`config.mk`:
```
export PLATFORM = sky130hd
export DESIGN_NAME = tty_seq_flat
export DESIGN_NICKNAME = d
export VERILOG_FILES = /design/src/rtl/tty_seq_if.sv /design/src/rtl/tty_seq.sv /design/src/flat_wrapper.sv
export SDC_FILE = /design/constraint.sdc
export NUM_CORES = 1
export LEC_CHECK = 0
export CAP_MARGIN = 40
export CORE_ASPECT_RATIO = 0.8
export CORE_MARGIN = 1.5
export CORE_UTILIZATION = 55
export DETAILED_ROUTE_END_ITERATION = 16
export GPL_TIMING_DRIVEN = 1
export HOLD_SLACK_MARGIN = 0.05
export PLACE_DENSITY_LB_ADDON = 0.08
export SLEW_MARGIN = 20
export SYNTH_ARGS = -nofsm -noshare
export SYNTH_HDL_FRONTEND = slang
export SYNTH_SLANG_ARGS = --single-unit
```
`constraint.sdc`:
```
create_clock -name clk_data -period 7.37 [get_ports clk_data]
set_input_delay 1.8425 -clock clk_data [delete_from_list [all_inputs] [get_ports clk_data]]
set_output_delay 1.8425 -clock clk_data [all_outputs]
set_load 0.01 [all_outputs]
```
`src/rtl/tty_seq_if.sv`:
```
// tty_seq_if: byte-stream and framebuffer port-b bundle for the glass-TTY sequencer.
//   ch_valid/ch_data/ch_ready   byte stream with valid/ready handshake
//   attr_fg_vld/attr_fg/attr_bg colour attributes sampled with each byte
//   fb_enb/fb_web/fb_addrb/fb_dinb framebuffer port-b write bus
// Modports: master = byte source / framebuffer side, slave = the sequencer.
interface tty_seq_if;
    logic        ch_valid;
    logic [7:0]  ch_data;
    logic        ch_ready;
    logic        attr_fg_vld;
    logic [3:0]  attr_fg;
    logic [2:0]  attr_bg;
    logic        fb_enb;
    logic [7:0]  fb_web;
    logic [11:0] fb_addrb;
    logic [63:0] fb_dinb;

    modport master (
        output ch_valid, ch_data, attr_fg_vld, attr_fg, attr_bg,
        input  ch_ready, fb_enb, fb_web, fb_addrb, fb_dinb
    );
    modport slave (
        input  ch_valid, ch_data, attr_fg_vld, attr_fg, attr_bg,
        output ch_ready, fb_enb, fb_web, fb_addrb, fb_dinb
    );
endinterface

```
`src/rtl/tty_seq.sv`:
```
// tty_seq: glass-TTY sequencer driving the text-mode framebuffer write port.
// Turns a byte stream into 16-bit cell writes into a 32x128 character RAM
// (cell = {1'b0, bg[2:0], fg[3:0], ascii[7:0]}, replicated 4x per 64-bit word),
// and keeps the hardware cursor and scroll (top-row) control registers updated.
// Ports:
//   clk_data    clock, rising edge
//   rstn        asynchronous active-low reset
//   bus         tty_seq_if.slave: byte handshake, attributes, fb port-b bus
//   cur_x       cursor column
//   cur_y       cursor screen row (0 = top of display)
//   scroll_top  physical RAM row shown at top
// Optional build macro TTY_AUTOWRAP_EN: a printable at column 127 wraps with
// an implicit CR+LF (scrolling at the bottom row) instead of sticking at 127.
module tty_seq #(
    parameter int         TAB_W  = 8,
    parameter logic [3:0] DEF_FG = 4'h7,
    parameter logic [2:0] DEF_BG = 3'h0
) (
    input  logic       clk_data,
    input  logic       rstn,
    tty_seq_if.slave   bus,
    output logic [6:0] cur_x,
    output logic [4:0] cur_y,
    output logic [4:0] scroll_top
);
    typedef enum logic [2:0] {IDLE, PUT, CLRL, CLRS, SCR, CURX, CURY} state_t;

    state_t      state;
    logic        rdy;
    logic        enb;
    logic [7:0]  web;
    logic [11:0] addr;
    logic [63:0] din;
    logic [3:0]  fg_q;
    logic [2:0]  bg_q;
    logic [4:0]  clr_row;
    logic [9:0]  widx;
`ifdef TTY_AUTOWRAP_EN
    logic        wrap_scr;
`endif

    function automatic logic [11:0] ctl_addr(input logic [1:0] sel);
        return {1'b1, 9'b0, sel};
    endfunction

    function automatic logic [63:0] ctl_data(input logic [6:0] d);
        return {57'b0, d};
    endfunction

    function automatic logic [63:0] blank(input logic [3:0] f, input logic [2:0] b);
        return {4{1'b0, b, f, 8'h20}};
    endfunction

    logic [4:0] pr;
    logic [3:0] in_fg;
    logic [2:0] in_bg;
    logic [7:0] tab_sum;
    logic [6:0] tab_x;
    logic [6:0] nx;
    logic       hs;
    logic       printable;

    assign pr        = scroll_top + cur_y;
    assign in_fg     = bus.attr_fg_vld ? bus.attr_fg : DEF_FG;
    assign in_bg     = bus.attr_fg_vld ? bus.attr_bg : DEF_BG;
    // 8-bit sum so the step past column 127 is visible and clamped
    assign tab_sum   = {1'b0, cur_x | 7'(TAB_W - 1)} + 8'd1;
    assign tab_x     = tab_sum[7] ? 7'd127 : tab_sum[6:0];
    assign hs        = bus.ch_valid && rdy;
    assign printable = (bus.ch_data >= 8'h20) && (bus.ch_data <= 8'h7E);

    // New column for the pure cursor-motion bytes
    always_comb begin
        nx = cur_x;
        case (bus.ch_data)
            8'h0D:   nx = 7'd0;
            8'h08:   nx = (cur_x == 7'd0) ? cur_x : cur_x - 7'd1;
            8'h09:   nx = tab_x;
            default: nx = cur_x;
        endcase
    end

    // Each branch sets the write that is visible in the following cycle.
    // Cursor/scroll updates land on the same edge as the write that uses the
    // old values, so later control writes just read the registers.
    always_ff @(posedge clk_data or negedge rstn) begin
        if (!rstn) begin
            state      <= IDLE;
            rdy        <= 1'b0;
            enb        <= 1'b0;
            web        <= 8'h00;
            addr       <= 12'h000;
            din        <= 64'h0;
            cur_x      <= 7'd0;
            cur_y      <= 5'd0;
            scroll_top <= 5'd0;
            fg_q       <= 4'h0;
            bg_q       <= 3'h0;
            clr_row    <= 5'd0;
            widx       <= 10'd0;
`ifdef TTY_AUTOWRAP_EN
            wrap_scr   <= 1'b0;
`endif
        end else begin
            enb <= 1'b0;
            web <= 8'h00;
            case (state)
                IDLE: begin
                    rdy <= 1'b1;
                    if (hs) begin
                        fg_q <= in_fg;
                        bg_q <= in_bg;
                        if (printable) begin
                            rdy   <= 1'b0;
                            state <= PUT;
                            {enb, web} <= {1'b1, 8'h03 << {cur_x[1:0], 1'b0}};
                            addr  <= {2'b00, pr, cur_x[6:2]};
                            din   <= {4{1'b0, in_bg, in_fg, bus.ch_data}};
`ifdef TTY_AUTOWRAP_EN
                            wrap_scr <= 1'b0;
                            if (cur_x == 7'd127) begin
                                cur_x <= 7'd0;
                                if (cur_y != 5'd31) begin
                                    cur_y <= cur_y + 5'd1;
                                end else begin
                                    scroll_top <= scroll_top + 5'd1;
                                    clr_row    <= scroll_top;
                                    wrap_scr   <= 1'b1;
                                end
                            end else begin
                                cur_x <= cur_x + 7'd1;
                            end
`else
                            if (cur_x != 7'd127) cur_x <= cur_x + 7'd1;
`endif
                        end else begin
                            case (bus.ch_data)
                                8'h0D, 8'h08, 8'h09: begin
                                    rdy   <= 1'b0;
                                    cur_x <= nx;
                                    state <= CURX;
                                    {enb, web, addr, din} <= {1'b1, 8'h01, ctl_addr(2'b10), ctl_data(nx)};
                                end
                                8'h0A: begin
                                    rdy <= 1'b0;
                                    if (cur_y != 5'd31) begin
                                        cur_y <= cur_y + 5'd1;
                                        state <= CURX;
                                        {enb, web, addr, din} <= {1'b1, 8'h01, ctl_addr(2'b10), ctl_data(cur_x)};
                                    end else begin
                                        // old top row becomes the new bottom row
                                        scroll_top <= scroll_top + 5'd1;
                                        clr_row    <= scroll_top;
                                        widx       <= 10'd0;
                                        state      <= CLRL;
                                        {enb, web, addr, din} <= {1'b1, 8'hFF, 2'b00, scroll_top, 5'd0, blank(in_fg, in_bg)};
                                    end
                                end
                                8'h0C: begin
                                    rdy   <= 1'b0;
                                    widx  <= 10'd0;
                                    state <= CLRS;
                                    {enb, web, addr, din} <= {1'b1, 8'hFF, 12'h000, blank(in_fg, in_bg)};
                                end
                                default: ;  // accepted and dropped
                            endcase
                        end
                    end
                end
                PUT: begin
`ifdef TTY_AUTOWRAP_EN
                    if (wrap_scr) begin
                        wrap_scr <= 1'b0;
                        widx     <= 10'd0;
                        state    <= CLRL;
                        {enb, web, addr, din} <= {1'b1, 8'hFF, 2'b00, clr_row, 5'd0, blank(fg_q, bg_q)};
                    end else begin
                        state <= CURX;
                        {enb, web, addr, din} <= {1'b1, 8'h01, ctl_addr(2'b10), ctl_data(cur_x)};
                    end
`else
                    state <= CURX;
                    {enb, web, addr, din} <= {1'b1, 8'h01, ctl_addr(2'b10), ctl_data(cur_x)};
`endif
                end
                CLRL: begin
                    if (widx[4:0] == 5'd31) begin
                        state <= SCR;
                        {enb, web, addr, din} <= {1'b1, 8'h01, ctl_addr(2'b00), ctl_data({2'b00, scroll_top})};
                    end else begin
                        widx <= widx + 10'd1;
                        {enb, web, addr, din} <= {1'b1, 8'hFF, 2'b00, clr_row, widx[4:0] + 5'd1, blank(fg_q, bg_q)};
                    end
                end
                CLRS: begin
                    if (widx == 10'd1023) begin
                        cur_x      <= 7'd0;
                        cur_y      <= 5'd0;
                        scroll_top <= 5'd0;
                        state      <= SCR;
                        {enb, web, addr, din} <= {1'b1, 8'h01, ctl_addr(2'b00), ctl_data(7'd0)};
                    end else begin
                        widx <= widx + 10'd1;
                        {enb, web, addr, din} <= {1'b1, 8'hFF, 2'b00, widx + 10'd1, blank(fg_q, bg_q)};
                    end
                end
                SCR: begin
                    state <= CURX;
                    {enb, web, addr, din} <= {1'b1, 8'h01, ctl_addr(2'b10), ctl_data(cur_x)};
                end
                CURX: begin
                    state <= CURY;
                    {enb, web, addr, din} <= {1'b1, 8'h01, ctl_addr(2'b11), ctl_data({2'b00, pr})};
                end
                CURY: begin
                    state <= IDLE;
                    rdy   <= 1'b1;
                end
                default: state <= IDLE;
            endcase
        end
    end

    assign bus.ch_ready = rdy;
    assign bus.fb_enb   = enb;
    assign bus.fb_web   = web;
    assign bus.fb_addrb = addr;
    assign bus.fb_dinb  = din;
endmodule
```
`src/flat_wrapper.sv`:
```
// flat-port wrapper written by rule: the top's interface ports become plain ports
module tty_seq_flat 
#(
    parameter int         TAB_W  = 8,
    parameter logic [3:0] DEF_FG = 4'h7,
    parameter logic [2:0] DEF_BG = 3'h0
)
  (clk_data, rstn, cur_x, cur_y, scroll_top, bus_ch_valid, bus_ch_data, bus_attr_fg_vld, bus_attr_fg, bus_attr_bg, bus_ch_ready, bus_fb_enb, bus_fb_web, bus_fb_addrb, bus_fb_dinb);
  tty_seq_if bus_i ();
  input  logic clk_data;
  input  logic rstn;
  output logic [6:0] cur_x;
  output logic [4:0] cur_y;
  output logic [4:0] scroll_top;
  input wire logic [$bits(bus_i.ch_valid)-1:0] bus_ch_valid;
  input wire logic [$bits(bus_i.ch_data)-1:0] bus_ch_data;
  input wire logic [$bits(bus_i.attr_fg_vld)-1:0] bus_attr_fg_vld;
  input wire logic [$bits(bus_i.attr_fg)-1:0] bus_attr_fg;
  input wire logic [$bits(bus_i.attr_bg)-1:0] bus_attr_bg;
  output wire logic [$bits(bus_i.ch_ready)-1:0] bus_ch_ready;
  output wire logic [$bits(bus_i.fb_enb)-1:0] bus_fb_enb;
  output wire logic [$bits(bus_i.fb_web)-1:0] bus_fb_web;
  output wire logic [$bits(bus_i.fb_addrb)-1:0] bus_fb_addrb;
  output wire logic [$bits(bus_i.fb_dinb)-1:0] bus_fb_dinb;
  assign bus_i.ch_valid = bus_ch_valid;
  assign bus_i.ch_data = bus_ch_data;
  assign bus_i.attr_fg_vld = bus_attr_fg_vld;
  assign bus_i.attr_fg = bus_attr_fg;
  assign bus_i.attr_bg = bus_attr_bg;
  assign bus_ch_ready = bus_i.ch_ready;
  assign bus_fb_enb = bus_i.fb_enb;
  assign bus_fb_web = bus_i.fb_web;
  assign bus_fb_addrb = bus_i.fb_addrb;
  assign bus_fb_dinb = bus_i.fb_dinb;
  tty_seq #(.TAB_W(TAB_W), .DEF_FG(DEF_FG), .DEF_BG(DEF_BG)) u_core (.clk_data(clk_data), .rstn(rstn), .bus(bus_i), .cur_x(cur_x), .cur_y(cur_y), .scroll_top(scroll_top));
endmodule
```
==> impl_metrics.json, run 1 <==
{
  "arrival_ns": 4.71,
  "irDropWorstVdd_uv": 226,
  "comb_power_share": 0.464,
  "path_clk_slew_ns": 0.06,
  "clock.fmax_mhz": 223,
  "rsz0062_at_grt": "no",
  "grt_pass1_vias": 4709,
  "initial_core_util": 0.562,
  "fp.dieH_um": 91.5,
  "io_pins": 122,
  "power_frac_seq": 0.333,
  "gp_congestion": 0.982,
  "synth-edff-count": 0,
  "grt_pass1_wl_mm": 24.8,
  "relSlewSlack": 0.424,
  "cts_tree": "built",
  "p_sw_frac": 0.415,
  "path_class": "in -> reg",
  "hold_buffers": 0,
  "p_sw_uw": 938,
  "drc": 0,
  "internal_power_mw": 1.32,
  "finalHoldViolCount": 0,
  "wl_met1_mm": 6.38,
  "grt_max_degree": 54,
  "n_antenna_cell": 0,
  "wl_per_cell_um": 19.0,
  "grt_usage": 0.307,
  "vias_per_cell": 6.24,
  "ant_nets": 0,
  "slew_viol_final": 0,
  "wl_met2_mm": 7.03,
  "worst_pin_slew_ns": 0.862,
  "start_kind": "primary input",
  "drive_above_1_share": 0.0701,
  "antenna_found_initial": 0,
  "wl_met3_mm": 1.71,
  "powerDensity_mw_per_mm2": 342,
  "postCtsSetupRepairBufs": 0,
  "synth.area.top_cells": "dfrtp_1, buf_4, o21ai_0",
  "via_count": 5106,
  "die_area_mm2": 0.0104,
  "cts_resized": 0,
  "placement_rows": 32,
  "period_share": 0.609,
  "syn_avg_cell_area_um2": 8.46,
  "drtIter0Drc": 531,
  "syn-instance-count": 636,
  "cp_data_required_time_ns": 7.59,
  "yosysTopAreaCell": "dfrtp_1",
  "cts_max_path_buffers": 2,
  "finalNetCount": 731,
  "maxCapViolCount": 0,
  "clock_tree.root_cell": "clkbuf_16",
  "core_mm2": 0.00957,
  "min_path_type": "reg -> reg",
  "port_buffers": 116,
  "fin_tns_setup_ns": 0,
  "topRoutingLayerUsed": "met4",
  "syn_to_final_growth_pct": 22.9,
  "clock_sinks": 82,
  "yosysMostFrequentCell": "dfrtp_1",
  "grt_overflow": 0,
  "p_total_mw": 2.26,
  "synth_flop_cell": "dfrtp_1",
  "numCtsBuffers": 9,
  "cp_max_fo": 10,
  "setup_viol": 0,
  "yosysUniqueCellTypes": 67,
  "first_pass_iters": 5,
  "clk_latency_ns": 0.35,
  "synthArstFlopShare": 1.00,
  "fin_crit_ns": 4.49,
  "die_w_um": 114,
  "yosys-top-cells-count": "dfrtp_1, nand2_1, o21ai_0, nor2_1, buf_4",
  "endpoint_kind": "register",
  "seq_area_frac_synth": 0.381,
  "wl_mm": 15.6,
  "cts-htree-levels": 3,
  "dpl.hpwl_mm": 11.5,
  "syn_area_mm2": 0.00538,
  "yosys_warnings": 0,
  "yosys.area.top_type_share": 0.381,
  "p_leak_nw": 2.77,
  "power.share.clock": 0.203,
  "status": "completed",
  "synth-seq-cells": 82,
  "skew_ns": 0.00625
}
[cells by family after synthesis]
family,synth area share
AND/OR/NAND/NOR,0.183
AO/OA/AOI/OAI,0.241
buffers and inverters,0.104
flip-flops,0.381
XOR/XNOR,0.0325
adder cells (fa/ha/maj),0.0432
multiplexers,0.0142
other,0.000697
[metrics by stage]
stage          hold slack [ns]  setup WS [ns]  std cells   util  instance area (µm²)
2_1_floorplan            0.447           3.56        640      -                 5400
3_3_place_gp             0.458           2.56        799  0.656                 6280
3_5_place_dp             0.468           2.61        802  0.660                 6310
4_1_cts                  0.483           2.95        818  0.691                 6610
5_1_grt                  0.519           2.67        818  0.691                 6610
6_report                 0.487           2.88        818  0.691                 6610
[final cells by class]
| type | instances | area (µm²) |
|---|---|---|
| fill | 762 | 2960 |
| multi-input combinational | 458 | 2800 |
| sequential | 82 | 2050 |
| timing repair buffer | 127 | 1250 |
| clock buffer | 9 | 225 |
| tap | 119 | 149 |
| clock inverter | 7 | 76.3 |
| inverter | 16 | 60.1 |
[power groups by stage]
stage	Combinational, mW	Clock [mW]	Sequential [mW]
2_1_floorplan	0.658	0	0.710
3_3_place_gp	1.01	0	0.751
3_5_place_dp	1.03	0	0.755
4_1_cts	1.03	0.466	0.748
5_1_grt	1.14	0.484	0.772
6_report	1.05	0.459	0.754
[per-layer routing]
layer / global-route usage / vias up
met2: 0.469 / 312
met5: 0 / -
met1: 0.412 / 2404
li1: - / 2345
met4: 0.126 / 0
met3: 0.0861 / 45
[critical path, stage by stage]
cell	delay, ns
clkdlybuf4s50_1	0.58
or4b_1	0.63
a2111oi_2	0.45
buf_4	0.28
a21oi_1	0.08
or3_1	0.52
o21ai_0	0.22
o21ai_0	0.10
[path summary, 6_finish.rpt]
| kind | slack (ns) | startpoint | to | depth (start not counted) |
|---|---|---|---|---|
| hold / removal | 0.49 | u_core.bus.fb_dinb[6] | u_core.bus.fb_dinb[6] | 2 |
| hold reg to reg | 0.49 | u_core.bus.fb_dinb[6] | u_core.bus.fb_dinb[6] | 2 |
| max in group asynchronous | 5.33 | rstn | u_core.widx[6] | 2 |
| setup reg to reg | 4.19 | u_core.cur_y[1] | u_core.widx[5] | 10 |
| min in group asynchronous | 1.44 | rstn | u_core.bus.fb_web[6] | 1 |
| setup / recovery | 2.88 | bus_ch_data[3] | u_core.widx[5] | 8 |
[layout by cell type, fill, tap and decap left out, types with 3 or more instances in the layout]
cell | Yosys | layout
nand4_1 | 5 | 5
dfrtp_1 | 82 | 82
conb_1 | 1 | 5
a211oi_1 | 7 | 7
a311oi_1 | 3 | 3
o21a_1 | 4 | 4
a22o_1 | 6 | 6
a21oi_1 | 41 | 40
inv_1 | 16 | 16
a221o_1 | 4 | 4
nor2b_1 | 6 | 6
o21ai_0 | 68 | 68
nand2_1 | 75 | 75
or2_2 | 5 | 5
xnor2_1 | 9 | 9
nor2_1 | 50 | 50
a22oi_1 | 3 | 3
xor2_1 | 11 | 11
ha_1 | 17 | 17
nand3b_1 | 3 | 3
a31oi_1 | 9 | 9
buf_4 | 46 | 9
a32oi_1 | 7 | 7
nor3_1 | 5 | 5
nand3_1 | 16 | 16
clkdlybuf4s50_1 | 0 | 115
a21o_1 | 9 | 9
clkbuf_16 | 0 | 9
and3_1 | 12 | 12
and2_1 | 5 | 5
o211ai_1 | 5 | 5
mux2_2 | 5 | 5
nand2b_1 | 7 | 7
or3_1 | 4 | 4
o31ai_1 | 10 | 10
[flip-flops by register name, indices dropped and copies added, names as in the netlist]
name and cells:
u_core.bg_q 3, u_core.bus.ch_ready 1, u_core.bus.fb_addrb 11, u_core.bus.fb_dinb 22, u_core.bus.fb_enb 1, u_core.bus.fb_web 5, u_core.clr_row 5, u_core.cur_x 7
u_core.cur_y 5, u_core.fg_q 4, u_core.scroll_top 5, u_core.state 3, u_core.widx 10
(Power assumes the default switching activity.)
==> inputs of run 2 (changes only) <==
--- a/config.mk
+++ b/config.mk
@@ -8,7 +8,7 @@
 export CAP_MARGIN = 40
 export CORE_ASPECT_RATIO = 0.8
 export CORE_MARGIN = 1.5
-export CORE_UTILIZATION = 55
+export CORE_UTILIZATION = 46
 export DETAILED_ROUTE_END_ITERATION = 16
 export GPL_TIMING_DRIVEN = 1
 export HOLD_SLACK_MARGIN = 0.05
==> constraint.sdc (replaced) <==
create_clock -name clk_data -period 3.95 [get_ports clk_data]
set_input_delay 0.9875 -clock clk_data [delete_from_list [all_inputs] [get_ports clk_data]]
set_output_delay 0.9875 -clock clk_data [all_outputs]
set_load 0.01 [all_outputs]
==> run 2 against run 1 <==
Clock skew grew 0.0020 ns. Routed wire length grew 6.1%. Critical path depth decreased by 1. Cell area is 2.3% higher. Sequential power up 86%. Hold slack worse by 0.011 ns. Die area is 19% higher. Non-clock buffer count is 14 higher. Clock power is 90% higher. Total power up 91%. Via count shrank 1.1%.
==> impl_metrics.json, run 2 (same netlist as run 1, synthesis figures left out) <==
{
  "worst_pin_slew_ns": 0.633,
  "grt_overflow": 0,
  "fp.dieH_um": 99.8,
  "n_antenna_cell": 0,
  "whs_path_depth": 1,
  "numCtsBuffers": 9,
  "antenna_found_initial": 0,
  "fin_tns_setup_ns": 0,
  "period_share": 0.861,
  "cts_max_path_buffers": 2,
  "maxCapViolCount": 0,
  "drc": 0,
  "fin_crit_ns": 3.40,
  "syn_to_final_growth_pct": 25.7,
  "die_area_mm2": 0.0124,
  "path_class": "in -> reg",
  "cts_tree": "built",
  "final_common_cell": "clkdlybuf4s50_1",
  "wl_per_cell_um": 19.2,
  "arrival_ns": 3.67,
  "layout_common_cells": "clkdlybuf4s50_1, dfrtp_1, nand2_1",
  "postCtsSetupRepairBufs": 0,
  "final_util": 0.590,
  "grt_pass1_wl_mm": 26.3,
  "powerDensity_mw_per_mm2": 639,
  "port_buffers": 116,
  "initial_core_util": 0.469,
  "grt_pass1_vias": 4806,
  "clock_sinks": 82,
  "dpl.hpwl_mm": 12.4,
  "worstRegToRegCells": 10,
  "path_clk_slew_ns": 0.06,
  "min_path_type": "reg -> reg",
  "slew_viol_final": 0,
  "grt_max_degree": 49,
  "p_leak_nw": 2.85,
  "cp_max_fo": 8,
  "clk_latency_ns": 0.34,
  "clock_tree.root_cell": "clkbuf_16",
  "die_w_um": 124,
  "cts-htree-levels": 3,
  "core_mm2": 0.0115,
  "cts_resized": 0,
  "wl_mm": 16.5,
  "largest_reg_flops": 22,
  "drive_above_1_share": 0.0884,
  "hold_buffers": 0,
  "crit_family": "simple AND/OR/NAND/NOR gates",
  "first_pass_iters": 5,
  "crit_slowest_cell": "or4b_1",
  "slowest_delay_ns": 0.72,
  "finalHoldViolCount": 0,
  "path_cells": "clkdlybuf4s50_1 > or4b_1 > or4_1 > a211oi_1 > o21ai_0 > o2111a_1 > o21ai_1",
  "skew_ns": 0.00827,
  "clock.fmax_mhz": 294,
  "drtIter0Drc": 473,
  "cp_data_required_time_ns": 4.22,
  "status": "completed",
  "crit_buf_inv": 1,
  "grt_usage": 0.279,
  "relSlewSlack": 0.578,
  "irDropWorstVdd_uv": 285,
  "ant_nets": 0,
  "critical_path_depth": 7,
  "endpoint_kind": "register",
  "setup_viol": 0,
  "io_pins": 122,
  "placement_rows": 35,
  "start_kind": "primary input",
  "gp_congestion": 0.915,
  "via_count": 5048,
  "rsz0062_at_grt": "no",
  "nFillCells": 1035,
  "finalNetCount": 745,
  "vias_per_cell": 5.86
}
## run 2: changes by cell type in the layout (fill, tap and decap cells not counted), sizes merged
cell,change
clkinv,-1
clkbuf,+2
inv,-1
buf,+14
## run 2: area by class of cell
cell class                      instances  area (µm²)  area share
Multi-Input combinational cell        458        2800       0.413
Sequential cell                        82        2050       0.303
Timing Repair Buffer                  141        1370       0.202
Clock buffer                           11         243      0.0359
Tap cell                              148         185      0.0274
Clock inverter                          5        62.6     0.00925
Inverter                               16        60.1     0.00888
## run 2: metrics by stage
| stage | setup WS [ns] | hold slack, ns | cells | area, µm² | power, mW |
|---|---|---|---|---|---|
| final | 0.550 | 0.476 | 861 | 6770 | 4.32 |
| after floorplan | 1.00 | 0.447 | 640 | 5400 | 2.55 |
| after CTS | 0.599 | 0.480 | 860 | 6760 | 4.30 |
| after global routing | 0.405 | 0.494 | 861 | 6770 | 4.61 |
| after detailed placement | 0.262 | 0.465 | 844 | 6450 | 3.43 |
| after global placement | 0.330 | 0.459 | 843 | 6420 | 3.41 |
## run 2: routing by layer
| layer | GRT usage | up-vias | wire length [µm] |
|---|---|---|---|
| met5 | 0 | - | 0 |
| met4 | 0.0900 | 0 | 412 |
| met3 | 0.0539 | 38 | 1280 |
| met2 | 0.423 | 258 | 7210 |
| met1 | 0.401 | 2396 | 7600 |
| li1 | - | 2356 | - |
## run 2: worst paths after layout
kind                                            start               endpoint  slack (ns)
max in group asynchronous                        rstn        u_core.cur_x[4]        2.72
min in group asynchronous                        rstn  u_core.bus.fb_dinb[5]        0.60
worst max register to register        u_core.cur_y[0]         u_core.widx[5]        1.04
worst min-delay path            u_core.bus.fb_dinb[0]  u_core.bus.fb_dinb[0]        0.48
worst max-delay path                   bus_ch_data[5]  u_core.bus.fb_dinb[4]        0.55
worst min register to register  u_core.bus.fb_dinb[0]  u_core.bus.fb_dinb[0]        0.48
## run 2: report_power, final
group / total (mW) / internal (mW) / switching [mW] / leakage [nW]
combinational: 2.05 / 0.942 / 1.10 / 1.63
sequential: 1.40 / 1.07 / 0.329 / 1.07
clock: 0.872 / 0.511 / 0.361 / 0.142
==> inputs of run 3 (changes only) <==
--- a/config.mk
+++ b/config.mk
@@ -7,7 +7,7 @@
 export LEC_CHECK = 0
 export CAP_MARGIN = 40
 export CORE_ASPECT_RATIO = 0.8
-export CORE_MARGIN = 1.5
+export CORE_MARGIN = 2
 export CORE_UTILIZATION = 46
 export DETAILED_ROUTE_END_ITERATION = 16
 export GPL_TIMING_DRIVEN = 1
==> run 3 against run 2 <==
Critical path depth is 1 higher. Non-clock buffer count is 3 lower. First-iteration DRC count decreased by 9.3%. Global-route usage fell by 1.2 points. Clock power up 9.2%. Clock skew about the same. Critical path type unchanged. Largest cell class unchanged. Highest routed layer unchanged.
==> impl_metrics.json, run 3 (same netlist as run 1, synthesis figures left out) <==
{
  "nFillCells": 1036,
  "ant_nets": 0,
  "dpl.hpwl_mm": 12.4,
  "p_leak_nw": 2.84,
  "drc": 0,
  "status": "completed",
  "core_mm2": 0.0115,
  "irDropWorstVdd_uv": 299,
  "drtIter0Drc": 429,
  "crit_top_cell": "o21ai_0",
  "slowest_delay_ns": 0.62,
  "layout_common_cells": "clkdlybuf4s50_1, dfrtp_1, nand2_1",
  "period_share": 0.867,
  "final_common_cell": "clkdlybuf4s50_1",
  "crit_family": "simple AND/OR/NAND/NOR gates",
  "finalHoldViolCount": 0,
  "fin_crit_ns": 3.43,
  "crit_buf_inv": 2,
  "placement_rows": 35,
  "syn_to_final_growth_pct": 25.4,
  "worstReg2RegStart": "u_core.cur_y[0]",
  "min_path_type": "reg -> reg",
  "largest_reg_flops": 22,
  "path_clk_slew_ns": 0.07,
  "rsz0062_at_grt": "no",
  "clock_sinks": 82,
  "regToRegSetupSlack_ns": 0.93,
  "powerDensity_mw_per_mm2": 645,
  "path_cells": "clkdlybuf4s50_1 > or4b_1 > a2111oi_2 > buf_4 > a21oi_1 > or3_1 > o21ai_0 > o21ai_0",
  "port_buffers": 116,
  "cts_resized": 0,
  "endpoint_kind": "register",
  "via_count": 5041,
  "relSlewSlack": 0.459,
  "n_antenna_cell": 0,
  "whs_path_depth": 1,
  "cp_data_required_time_ns": 4.17,
  "slew_viol_final": 0,
  "gp_congestion": 0.945,
  "vias_per_cell": 5.88,
  "wl_mm": 16.5,
  "cp_max_fo": 10,
  "drive_above_1_share": 0.0845,
  "initial_core_util": 0.469,
  "fin_tns_setup_ns": 0,
  "path_class": "in -> reg",
  "hold-path-endpoint": "u_core.bus.fb_dinb[0]",
  "grt_overflow": 0,
  "grt_pass1_vias": 4661,
  "worstRegToRegCells": 10,
  "crit_slowest_cell": "or4b_1",
  "grt_pass1_wl_mm": 26.2,
  "maxCapViolCount": 0,
  "pre_cts_ws_ns": 0.208,
  "setup_viol": 0,
  "die_w_um": 125,
  "cts_max_path_buffers": 2,
  "final_util": 0.588,
  "fp.dieH_um": 101,
  "grt_max_degree": 33,
  "arrival_ns": 3.65,
  "skew_ns": 0.00820,
  "antenna_found_initial": 0,
  "cts_tree": "built",
  "regToRegEndpoint": "u_core.widx[6]",
  "numCtsBuffers": 9,
  "start_kind": "primary input",
  "cts-htree-levels": 3,
  "postCtsSetupRepairBufs": 0,
  "worst_pin_slew_ns": 0.812,
  "grt_usage": 0.267,
  "wl_per_cell_um": 19.2,
  "hold_buffers": 0,
  "clock.fmax_mhz": 292,
  "first_pass_iters": 5,
  "hold_start": "u_core.bus.fb_dinb[0]",
  "setup_ws_ns": 0.524,
  "io_pins": 122,
  "die_area_mm2": 0.0126,
  "clk_latency_ns": 0.34,
  "clock_tree.root_cell": "clkbuf_16",
  "finalNetCount": 742
}
-- run 3: cell types whose count changed in the layout (fill, tap and decap cells not counted), sizes merged --
cell	before	now
clkinvlp	2	1
bufinv	1	2
buf	26	23
-- run 3: per-stage QoR --
step	cells	hold slack [ns]	total power, mW	cell area, µm²
2_1_floorplan	640	0.447	2.55	5400
3_3_place_gp	840	0.460	3.38	6400
3_5_place_dp	842	0.464	3.40	6410
4_1_cts	858	0.479	4.37	6750
5_1_grt	858	0.493	4.64	6750
6_report	858	0.476	4.36	6750
-- run 3: how the worst max path moves through the flow --
stage	startpoint	end	slack (ns)	cells past startpoint
2_1_floorplan	bus_ch_data[5]	u_core.bus.fb_dinb[5]	1.0	8
4_1_cts	bus_ch_data[3]	u_core.widx[6]	0.54	8
6_report	bus_ch_data[3]	u_core.widx[6]	0.52	8
5_1_grt	bus_ch_data[3]	u_core.clr_row[3]	0.37	7
3_5_place_dp	bus_ch_data[3]	u_core.widx[6]	0.21	8
3_3_place_gp	bus_ch_data[5]	u_core.widx[9]	0.30	8
-- run 3: layout make-up --
class | count | area, µm² | share of cell area
Sequential cell | 82 | 2050 | 0.304
Clock buffer | 11 | 253 | 0.0374
Tap cell | 148 | 185 | 0.0274
Clock inverter | 5 | 85.1 | 0.0126
Timing Repair Buffer | 138 | 1320 | 0.196
Multi-Input combinational cell | 458 | 2800 | 0.414
Inverter | 16 | 60.1 | 0.00890
-- run 3: worst reg2reg max path: stages, from the launching register on --
cell	delay (ns)
dfrtp_1	0.46
ha_1	0.21
and3_1	0.16
ha_1	0.33
nand3b_1	0.14
a2111oi_2	0.44
buf_4	0.24
a21oi_1	0.07
or3_1	0.52
o21ai_0	0.22
o21ai_0	0.11
-- run 3: power breakdown --
part / internal [mW] / total, mW / switching (mW)
Clock: 0.592 / 0.952 / 0.360
Combinational: 0.927 / 2.00 / 1.08
Sequential: 1.07 / 1.40 / 0.330
-- run 3: layer usage --
layer / share of wire / vias to the layer above / GRT usage
met1: 0.45 / 2410 / 0.379
met3: 0.078 / 26 / 0.0584
li1: - / 2370 / -
met2: 0.46 / 235 / 0.419
met4: 0.017 / 0 / 0.0701
met5: 0 / - / 0
